[src/rtl/set_arbiter_pkg.sv]
// Shared types and constants for the set-engine arbiter.
package set_arbiter_pkg;

  typedef enum logic [1:0] {
    ST_IDLE  = 2'd0,
    ST_ISSUE = 2'd1,
    ST_WAIT  = 2'd2,
    ST_RESP  = 2'd3
  } state_t;

  localparam logic [1:0] MODE_A    = 2'd0;
  localparam logic [1:0] MODE_AND  = 2'd1;
  localparam logic [1:0] MODE_XOR  = 2'd2;
  localparam logic [1:0] MODE_RSVD = 2'd3;

  localparam int CENTRAL_W   = 24;
  localparam int RADIUS_W    = 12;
  localparam int TIMEOUT_DEF = 255;

endpackage

[src/rtl/set_arbiter_rr_pick.sv]
// Combinational round-robin picker: first set bit of req at or after ptr, wrapping modulo N.
module rr_pick #(
  parameter int N  = 4,
  parameter int PW = (N > 1) ? $clog2(N) : 1
) (
  input  logic [N-1:0]  req,
  input  logic [PW-1:0] ptr,
  output logic          any,
  output logic [PW-1:0] idx
);

  logic [N-1:0] rot;
  logic [PW:0]  sum;

  // Rotate so that bit 0 of rot is requester ptr.
  assign rot = N'({req, req} >> ptr);

  always_comb begin
    any = 1'b0;
    sum = '0;
    for (int k = N - 1; k >= 0; k--) begin
      if (rot[k]) begin
        any = 1'b1;
        sum = {1'b0, ptr} + (PW + 1)'(k);
      end
    end
  end

  assign idx = (sum >= (PW + 1)'(N)) ? PW'(sum - (PW + 1)'(N)) : PW'(sum);

endmodule

[src/rtl/set_arbiter.sv]
// Round-robin arbiter sharing one set-counting engine among N_REQ requesters,
// with operand latching, a single outstanding job and a watchdog abort.
module set_arbiter
  import set_arbiter_pkg::*;
#(
  parameter int N_REQ   = 4,
  parameter int TIMEOUT = TIMEOUT_DEF
) (
  input  logic                       clk,
  input  logic                       rst,
  input  logic [N_REQ-1:0]           req,
  input  logic [CENTRAL_W*N_REQ-1:0] req_central,
  input  logic [RADIUS_W*N_REQ-1:0]  req_radius,
  input  logic [2*N_REQ-1:0]         req_mode,
  output logic [N_REQ-1:0]           gnt,
  output logic [N_REQ-1:0]           done,
  output logic [7:0]                 result,
  output logic                       err,
  output logic                       set_en,
  output logic [CENTRAL_W-1:0]       set_central,
  output logic [RADIUS_W-1:0]        set_radius,
  output logic [1:0]                 set_mode,
  input  logic                       set_valid,
  input  logic [7:0]                 set_candidate
);

  localparam int PW = (N_REQ > 1) ? $clog2(N_REQ) : 1;

  state_t          state;
  logic [PW-1:0]   ptr;
  logic [PW-1:0]   cur;
  logic [7:0]      cnt;
  logic            pick_any;
  logic [PW-1:0]   pick_idx;
  logic [N_REQ-1:0] pick_oh;
  logic [N_REQ-1:0] cur_oh;
  logic [1:0]      win_mode;

  logic [CENTRAL_W-1:0] cen_a  [N_REQ];
  logic [RADIUS_W-1:0]  rad_a  [N_REQ];
  logic [1:0]           mode_a [N_REQ];

  for (genvar i = 0; i < N_REQ; i++) begin : g_slice
    assign cen_a[i]  = req_central[i*CENTRAL_W +: CENTRAL_W];
    assign rad_a[i]  = req_radius[i*RADIUS_W +: RADIUS_W];
    assign mode_a[i] = req_mode[i*2 +: 2];
  end

  rr_pick #(.N(N_REQ), .PW(PW)) u_pick (
    .req (req),
    .ptr (ptr),
    .any (pick_any),
    .idx (pick_idx)
  );

  assign win_mode = mode_a[pick_idx];
  assign pick_oh  = {{(N_REQ-1){1'b0}}, 1'b1} << pick_idx;
  assign cur_oh   = {{(N_REQ-1){1'b0}}, 1'b1} << cur;

  always_ff @(posedge clk or negedge rst) begin
    if (!rst) begin
      state       <= ST_IDLE;
      ptr         <= '0;
      cur         <= '0;
      cnt         <= '0;
      gnt         <= '0;
      done        <= '0;
      result      <= '0;
      err         <= 1'b0;
      set_en      <= 1'b0;
      set_central <= '0;
      set_radius  <= '0;
      set_mode    <= '0;
    end else begin
      gnt    <= '0;
      done   <= '0;
      set_en <= 1'b0;
      case (state)
        ST_IDLE: begin
          if (pick_any) begin
            cur         <= pick_idx;
            ptr         <= (pick_idx == PW'(N_REQ - 1)) ? '0 : pick_idx + PW'(1);
            set_central <= cen_a[pick_idx];
            set_radius  <= rad_a[pick_idx];
            set_mode    <= win_mode;
            gnt         <= pick_oh;
            // Reserved mode never reaches the engine: answer with an error directly.
            if (win_mode == MODE_RSVD) begin
              result <= '0;
              err    <= 1'b1;
              done   <= pick_oh;
              state  <= ST_RESP;
            end else begin
              set_en <= 1'b1;
              state  <= ST_ISSUE;
            end
          end
        end
        ST_ISSUE: begin
          cnt   <= '0;
          state <= ST_WAIT;
        end
        ST_WAIT: begin
          cnt <= cnt + 8'd1;
          if (set_valid) begin
            result <= set_candidate;
            err    <= 1'b0;
            done   <= cur_oh;
            state  <= ST_RESP;
          end else if (cnt + 8'd1 == 8'(TIMEOUT)) begin
            result <= '0;
            err    <= 1'b1;
            done   <= cur_oh;
            state  <= ST_RESP;
          end
        end
        ST_RESP: state <= ST_IDLE;
        default: state <= ST_IDLE;
      endcase
    end
  end

endmodule
[config.mk]
export PLATFORM = sky130hd
export DESIGN_NAME = set_arbiter
export DESIGN_NICKNAME = d
export VERILOG_FILES = /design/src/rtl/set_arbiter_pkg.sv /design/src/rtl/set_arbiter_rr_pick.sv /design/src/rtl/set_arbiter.sv
export SDC_FILE = /design/constraint.sdc
export NUM_CORES = 1
export LEC_CHECK = 0
export ABC_CLOCK_PERIOD_IN_PS = 2500
export CORE_MARGIN = 4
export CORE_UTILIZATION = 36
export DETAILED_ROUTE_END_ITERATION = 8
export HOLD_SLACK_MARGIN = 0.06
export MAX_ROUTING_LAYER = met4
export PLACE_DENSITY_LB_ADDON = 0.3
export SKIP_LAST_GASP = 1
export SLEW_MARGIN = 10
export SYNTH_ARGS = -nofsm -noshare
export SYNTH_HDL_FRONTEND = slang
export SYNTH_SLANG_ARGS = --single-unit
[constraint.sdc]
create_clock -name clk -period 2.5 [get_ports clk]
set_clock_uncertainty 0.15 [all_clocks]
set_input_delay 0.625 -clock clk [delete_from_list [all_inputs] [get_ports clk]]
set_output_delay 0.625 -clock clk [all_outputs]
set_load 0.01 [all_outputs]
==> qor.csv, run 1 <==
stage,metric,value,unit
cells_and_area,final non-filler cell total,964,
status,outcome,"finished, violations left",
yosys,XOR/XNOR share of the synthesized area,0.2066,%
cells_and_area,nets@finish,991,
cts,H-Tree Depth,3,
die,Die ar.,13580,um^2
cts,Clock Path Buffers,2,
yosys,flop and latch count out of synthesis,70,
routing,router iterations before antenna repair,4,
routing,via/cell ratio,4.944,
global_route,largest net degree at the start of global routing,53,
routing,WL/cell,14.72,um
timing,worst hold slack,0.08988,ns
placed_design,routability congestion estimate from global placement,0.9060,
timing,final worst slack,-0.09296,ns
timing,RSZ-0062 raised after global routing,yes,
yosys,"top cells by area, synth","dfrtp_1 41%, nand2_1 21%, o21ai_0 11%",
setup_path,critical path class,reg -> reg,
timing,"Slew Viols, Final",0,
timing,Worst-Margin Slew,0.4431,ns
routing,Routed Antenna Nets,0,
cells_and_area,final core utilization,63.36,%
yosys,mapped cell area,4240,um^2
flow_run,MaxCap Viol Count,0,
global_route,global-route wire length before repair,22670,um
cells_and_area,share of cells above drive strength 1,10.72,%
min_path,worst hold path type,in -> async,
placed_design,placed insts,944,
routing,DRT Wirelength,14190,um
routing,detailed router's first-iteration violation count,259,
routing,# DRC,0,
setup_path,crit-path cells,ha_2 -> nor4bb_2 -> a22oi_1 -> o211ai_1 -> a31oi_2 -> a22o_1 -> a211oi_4 -> buf_6 -> mux2_2,
yosys,Adder-Cell Fraction of Synth Area,2.361,%
yosys,Avg Synthesized Cell Area,7.311,um^2
placed_design,placement-stage cell area,6857,um^2
setup_path,Worst Path Max Fanout,5,
cts,cts bufs inserted,9,
setup_path,"Data arrival, critical path",2.66,ns
die,num ports,223,
yosys,yosys warns,0,
cts,Root Driver,clkbuf_16,
yosys,Synth Flop Type,dfrtp_1,
setup_path,slowest CP cell,dfrtp_1,
routing,Vias,4766,
status,violated checks,negative setup slack,
die,FP Rows,39,
timing,final hold violation count,0,
yosys,Post-Synth Simple-Gate Area,32.16,%
yosys,Gate Count Post-Synth,580,
placed_design,port bufs,222,
die,Die Width,116.5,um
power_and_ir_drop,P per Cell Area,1000,nW/um^2
yosys,Synth Area in Compound Gates,16.05,%
yosys,Synth top area share,41.31,%
timing,fmax,385.7,MHz
cts,CTS hold repair buffers,0,
power_and_ir_drop,Leak,0.003322,uW
yosys,"EDFF count, synth",0,
timing,Max-slew headroom,70.46,%
yosys,Synth area leader,dfrtp_1,
power_and_ir_drop,power after layout,7268,uW
setup_path,CP peak stage delay,0.38,ns
cts,"CTS clk-pin slew, worst paths",0.06,ns
cells_and_area,fin area,7266,um^2
cells_and_area,P&R area growth vs syn,71.35,%
die,core area,11470,um^2
setup_path,flop2flop setup slack,-0.09,ns
cts,later-pin clock latency in the skew report,0.33,ns
yosys,"FFs w/ async S/R, synth",100.0,%
power_and_ir_drop,Peak supply drop,0.0005665,V
setup_path,Required @ worst endpoint,2.57,ns
cells_and_area,Ant. Diodes,0,
timing,final setup vio count,8,
yosys,most frequent cell after synthesis,nand2_1,
global_route,gr usage total,21.51,%
global_route,grt total ovfl,0,
timing,Tmin final,2.593,ns
die,Starting Density,36.98,%
yosys,"top cells by count, synth","234 x nand2_1, 89 x o21ai_0, 70 x dfrtp_1, 44 x nand3_1, 32 x clkbuf_1",
setup_path,Worst setup EP type,flip-flop,
global_route,initial antenna violation count,0,
timing,final worst-path cycle share,103.7,%
placed_design,Final HPWL DP,10960,um
setup_path,CP Launch Type,flip-flop,
cts,CTS tree,yes,
yosys,Yosys cell types,42,
global_route,vias in the first global route,4766,
cells_and_area,Filler Cell Count,954,
yosys,mux cell area share after synthesis,3.157,%
die,Vert. Die Dim,116.5,um
yosys,sequential share of the synthesized area,41.31,%
cts,CTS sink count,70,
yosys,largest family of logic cells by synthesized area,simple AND/OR/NAND/NOR gates,
yosys,syn nets,755,
## through the flow
| stage | worst slack, ns | setup TNS, ns |
|---|---|---|
| 2_1_floorplan | -0.1451 | -1.116 |
| 3_3_place_gp | -0.6266 | -21.65 |
| 3_5_place_dp | -0.7435 | -26.12 |
| 4_1_cts | -0.09304 | -0.7447 |
| 5_1_grt | -0.2197 | -1.618 |
| 6_report | -0.09296 | -0.6264 |
## worst paths after layout
kind | cells past startpoint | startpoint | end
max | 9 | cnt[0] | result[3]
min | 1 | rst | set_central[19]
max reg2reg | 9 | cnt[0] | result[3]
min reg2reg | 2 | set_central[9] | set_central[9]
max in group asynchronous | 2 | rst | cur[1]
min in group clk | 2 | set_central[9] | set_central[9]
## routing by layer
layer | GRT usage (%) | vias up | share of wire [%]
met4 | 7.416 | 0 | 2.1
met2 | 35.55 | 187 | 49
li1 | - | 2404 | -
met5 | - | - | 0
met1 | 26.29 | 2149 | 42
met3 | 4.352 | 26 | 7.1
## state kept, by name, indices dropped and copies added (netlist names)
name,count
result,8
cnt,8
gnt,4
set_radius,12
set_mode,2
err,1
set_en,1
done,4
state,2
cur,2
ptr,2
set_central,24
## cell usage in the layout, fill, tap and decap left out, drive strengths merged, types with 2 or more instances in the layout
cell type / Yosys / routed
clkdlybuf4s50: 0 / 217
clkinvlp: 0 / 2
a22o: 8 / 8
o21ai: 89 / 89
inv: 11 / 12
clkbuf: 33 / 9
clkinv: 0 / 3
ha: 8 / 8
nand4: 4 / 4
nand2b: 4 / 4
nor2b: 4 / 4
nor2: 11 / 11
and2: 4 / 4
nor3: 2 / 2
buf: 7 / 44
and3: 10 / 10
mux2: 11 / 11
a21oi: 4 / 4
nand2: 234 / 234
dfrtp: 70 / 70
dlygate4sd2: 0 / 3
nand3: 44 / 44
## report_power, final
group	leakage [uW]	switching (uW)	total (uW)	internal, uW
logic	0.00229	2100	4110	2010
clock network	0.000142	499	1270	773
registers	0.000890	271	1880	1610
total	0.00332	2870	7270	4400
## worst max-delay path, delay by kind of cell, from the launching register on
family	cells	cell delay, ns
muxes	1	0.33
and+or+nand+nor	1	0.26
DFF	1	0.38
buffers and inverters	1	0.16
adders and majority gates	1	0.20
AOI/OAI and AO/OA	5	1.01
## cell type report
class,count,area [um^2],area share (%)
well taps,143,178.9,2.463
clock buffers,9,225.2,3.100
repair buffers,265,2621,36.08
inverters,11,41.29,0.5683
clock inverters,7,72.57,0.9988
multi-input cells,459,2375,32.68
flip-flops and latches,70,1752,24.11
## logic make-up after synthesis
logic type / after synthesis
mux: 12
buf+inv: 51
simple gates: 322
xor+xnor: 1
compound gates: 116
fa+ha+maj: 8
flops: 70
## repair_timing
action / in CTS / in global routing
gates cloned: 1 / 0
endpoints found under the setup margin: 55 / 17
gates resized for setup: 18 / 9
pin swaps: 8 / 3
setup buffers: 3 / 1
Power figures use the tool's default switching activity.
==> run 2, diff against run 1 <==
- CORE_UTILIZATION: 36 -> 37
- CTS_BUF_LIST: default -> sky130_fd_sc_hd__clkbuf_8
==> run 2 against run 1 <==
Effect of this change: the run still ends with negative setup slack left; clock power decreased by 26%; highest routed layer unchanged; sequential cell count unchanged; final cell count is 0.21% higher; critical endpoint is now result[2]; combinational power is 1% higher.
==> qor.csv, run 2 (same netlist as run 1, synthesis figures left out) <==
stage,metric,value,unit
routing,DRT Wirelength,14570,um
cells_and_area,Multi-input gate area,2376,um^2
cells_and_area,max reg flops,24,
power_and_ir_drop,Leak,0.003306,uW
routing,router iterations before antenna repair,4,
die,num ports,223,
die,core area,11030,um^2
timing,Max-slew headroom,69.54,%
cts,CTS sink count,70,
flow_run,MaxCap Viol Count,0,
global_route,largest net degree at the start of global routing,50,
placed_design,Placement Setup Slack,-0.7543,ns
cells_and_area,P&R area growth vs syn,69.90,%
cts,Clock Path Buffers,2,
routing,Routed Antenna Nets,0,
setup_path,critical path class,in -> reg,
setup_path,Worst Path Max Fanout,5,
timing,final hold violation count,0,
die,Die ar.,13240,um^2
timing,final worst slack,-0.05718,ns
timing,Tmin final,2.557,ns
timing,"Slew Viols, Final",0,
cells_and_area,"commonest non-fill, non-tap cell in the layout",nand2_1,
cells_and_area,nets@finish,996,
routing,# DRC,0,
setup_path,Worst setup EP type,flip-flop,
cells_and_area,fin area,7204,um^2
cells_and_area,share of cells above drive strength 1,11.38,%
min_path,worst hold path type,in -> async,
timing,final setup vio count,8,
power_and_ir_drop,P per Cell Area,968.3,nW/um^2
global_route,initial antenna violation count,0,
setup_path,Required @ worst endpoint,2.58,ns
cts,cts bufs inserted,9,
cts,Root Driver,clkbuf_8,
setup_path,"Data arrival, critical path",2.64,ns
routing,WL/cell,15.08,um
cts,H-Tree Depth,3,
cells_and_area,Reg with most FFs,set_central,
cells_and_area,most frequent cells in the layout,"233 x nand2_1, 217 x clkdlybuf4s50_1, 85 x o21ai_0",
routing,detailed router's first-iteration violation count,230,
timing,Worst-Margin Slew,0.4569,ns
timing,final worst-path cycle share,102.3,%
routing,Vias,4845,
cts,CTS hold repair buffers,0,
cells_and_area,Reg area,1752,um^2
placed_design,placed insts,943,
timing,RSZ-0062 raised after global routing,yes,
placed_design,port bufs,222,
timing,setup TNS,-0.2901,ns
routing,via/cell ratio,5.016,
placed_design,routability congestion estimate from global placement,0.8599,
global_route,global-route wire length before repair,22920,um
global_route,vias in the first global route,4842,
status,outcome,"finished, violations left",
placed_design,placement-stage cell area,6855,um^2
cts,"CTS clk-pin slew, worst paths",0.08,ns
global_route,grt total ovfl,0,
global_route,gr usage total,22.21,%
cells_and_area,final non-filler cell total,966,
cells_and_area,Ant. Diodes,0,
power_and_ir_drop,Peak supply drop,0.0004974,V
cells_and_area,Regs by FF count,"set_central: 24 flops, set_radius: 12 flops",
power_and_ir_drop,power after layout,6976,uW
cts,later-pin clock latency in the skew report,0.34,ns
die,Starting Density,38.44,%
timing,fmax,391.1,MHz
die,Vert. Die Dim,115.1,um
status,violated checks,negative setup slack,
placed_design,Final HPWL DP,11160,um
setup_path,CP Launch Type,primary input,
die,FP Rows,38,
die,Die Width,115.1,um
cts,CTS tree,yes,
cells_and_area,Filler Cell Count,954,
-- run 2: changes by cell type in the layout (fill, tap and decap cells not counted), moves of 3 or more --
| cell | delta |
|---|---|
| clkbuf_8 | +10 |
| clkbuf_16 | -8 |
| buf_4 | +8 |
| buf_6 | -3 |
-- run 2: worst max-delay path: stages --
cell and delay, ns:
clkdlybuf4s15_1 0.24, nand2_2 0.12, a221oi_4 0.38, nor2_4 0.08, mux2_4 0.24, o2111ai_4 0.13, a211oi_4 0.32, buf_6 0.17
mux2_2 0.34
-- run 2: per-stage QoR --
| step | hold WS [ns] | utilization [%] |
|---|---|---|
| global route | 0.1156 | 65.31 |
| finish | 0.07800 | 65.31 |
| floorplan | 0.1794 | - |
| detailed placement | 0.3190 | 62.15 |
| global placement | 0.3125 | 62.15 |
| CTS | 0.08289 | 64.92 |
-- run 2: power by group --
| part | total, uW | internal [uW] | switching, uW |
|---|---|---|---|
| Sequential | 1880 | 1610 | 274 |
| Clock | 934 | 493 | 441 |
| Combinational | 4160 | 2040 | 2120 |
| Total | 6980 | 4140 | 2840 |
-- run 2: path summary, 6_finish.rpt --
path / startpoint / depth (start not counted) / slack (ns) / to
max: req[0] / 9 / -0.06 / result[2]
min: rst / 1 / 0.08 / set_central[21]
max reg2reg: cnt[0] / 9 / -0.02 / result[2]
min reg2reg: set_radius[0] / 2 / 0.33 / set_radius[0]
max in group asynchronous: rst / 2 / 1.58 / done[1]
min in group clk: set_radius[0] / 2 / 0.33 / set_radius[0]
-- run 2: repair_timing --
action | in CTS | in global routing
gates resized for setup | 21 | 6
setup endpoints to repair | 49 | 15
pin swaps | 9 | 4
buffers inserted | 5 | 0
cloned | 1 | 1
-- run 2: metal layers --
layer | GRT usage (%) | up-vias | routed length [um]
li1 | - | 2413 | -
met1 | 25.90 | 2237 | 5849
met2 | 38.81 | 173 | 7465
met3 | 3.895 | 22 | 929
met4 | 7.042 | 0 | 327
met5 | - | - | 0
-- run 2: layout make-up --
class	instances	area share (%)
clock inverters	6	0.9552
flip-flops and latches	70	24.31
well taps	140	2.431
clock buffers	10	1.910
inverters	11	0.5731
repair buffers	270	36.84
multi-input cells	459	32.98
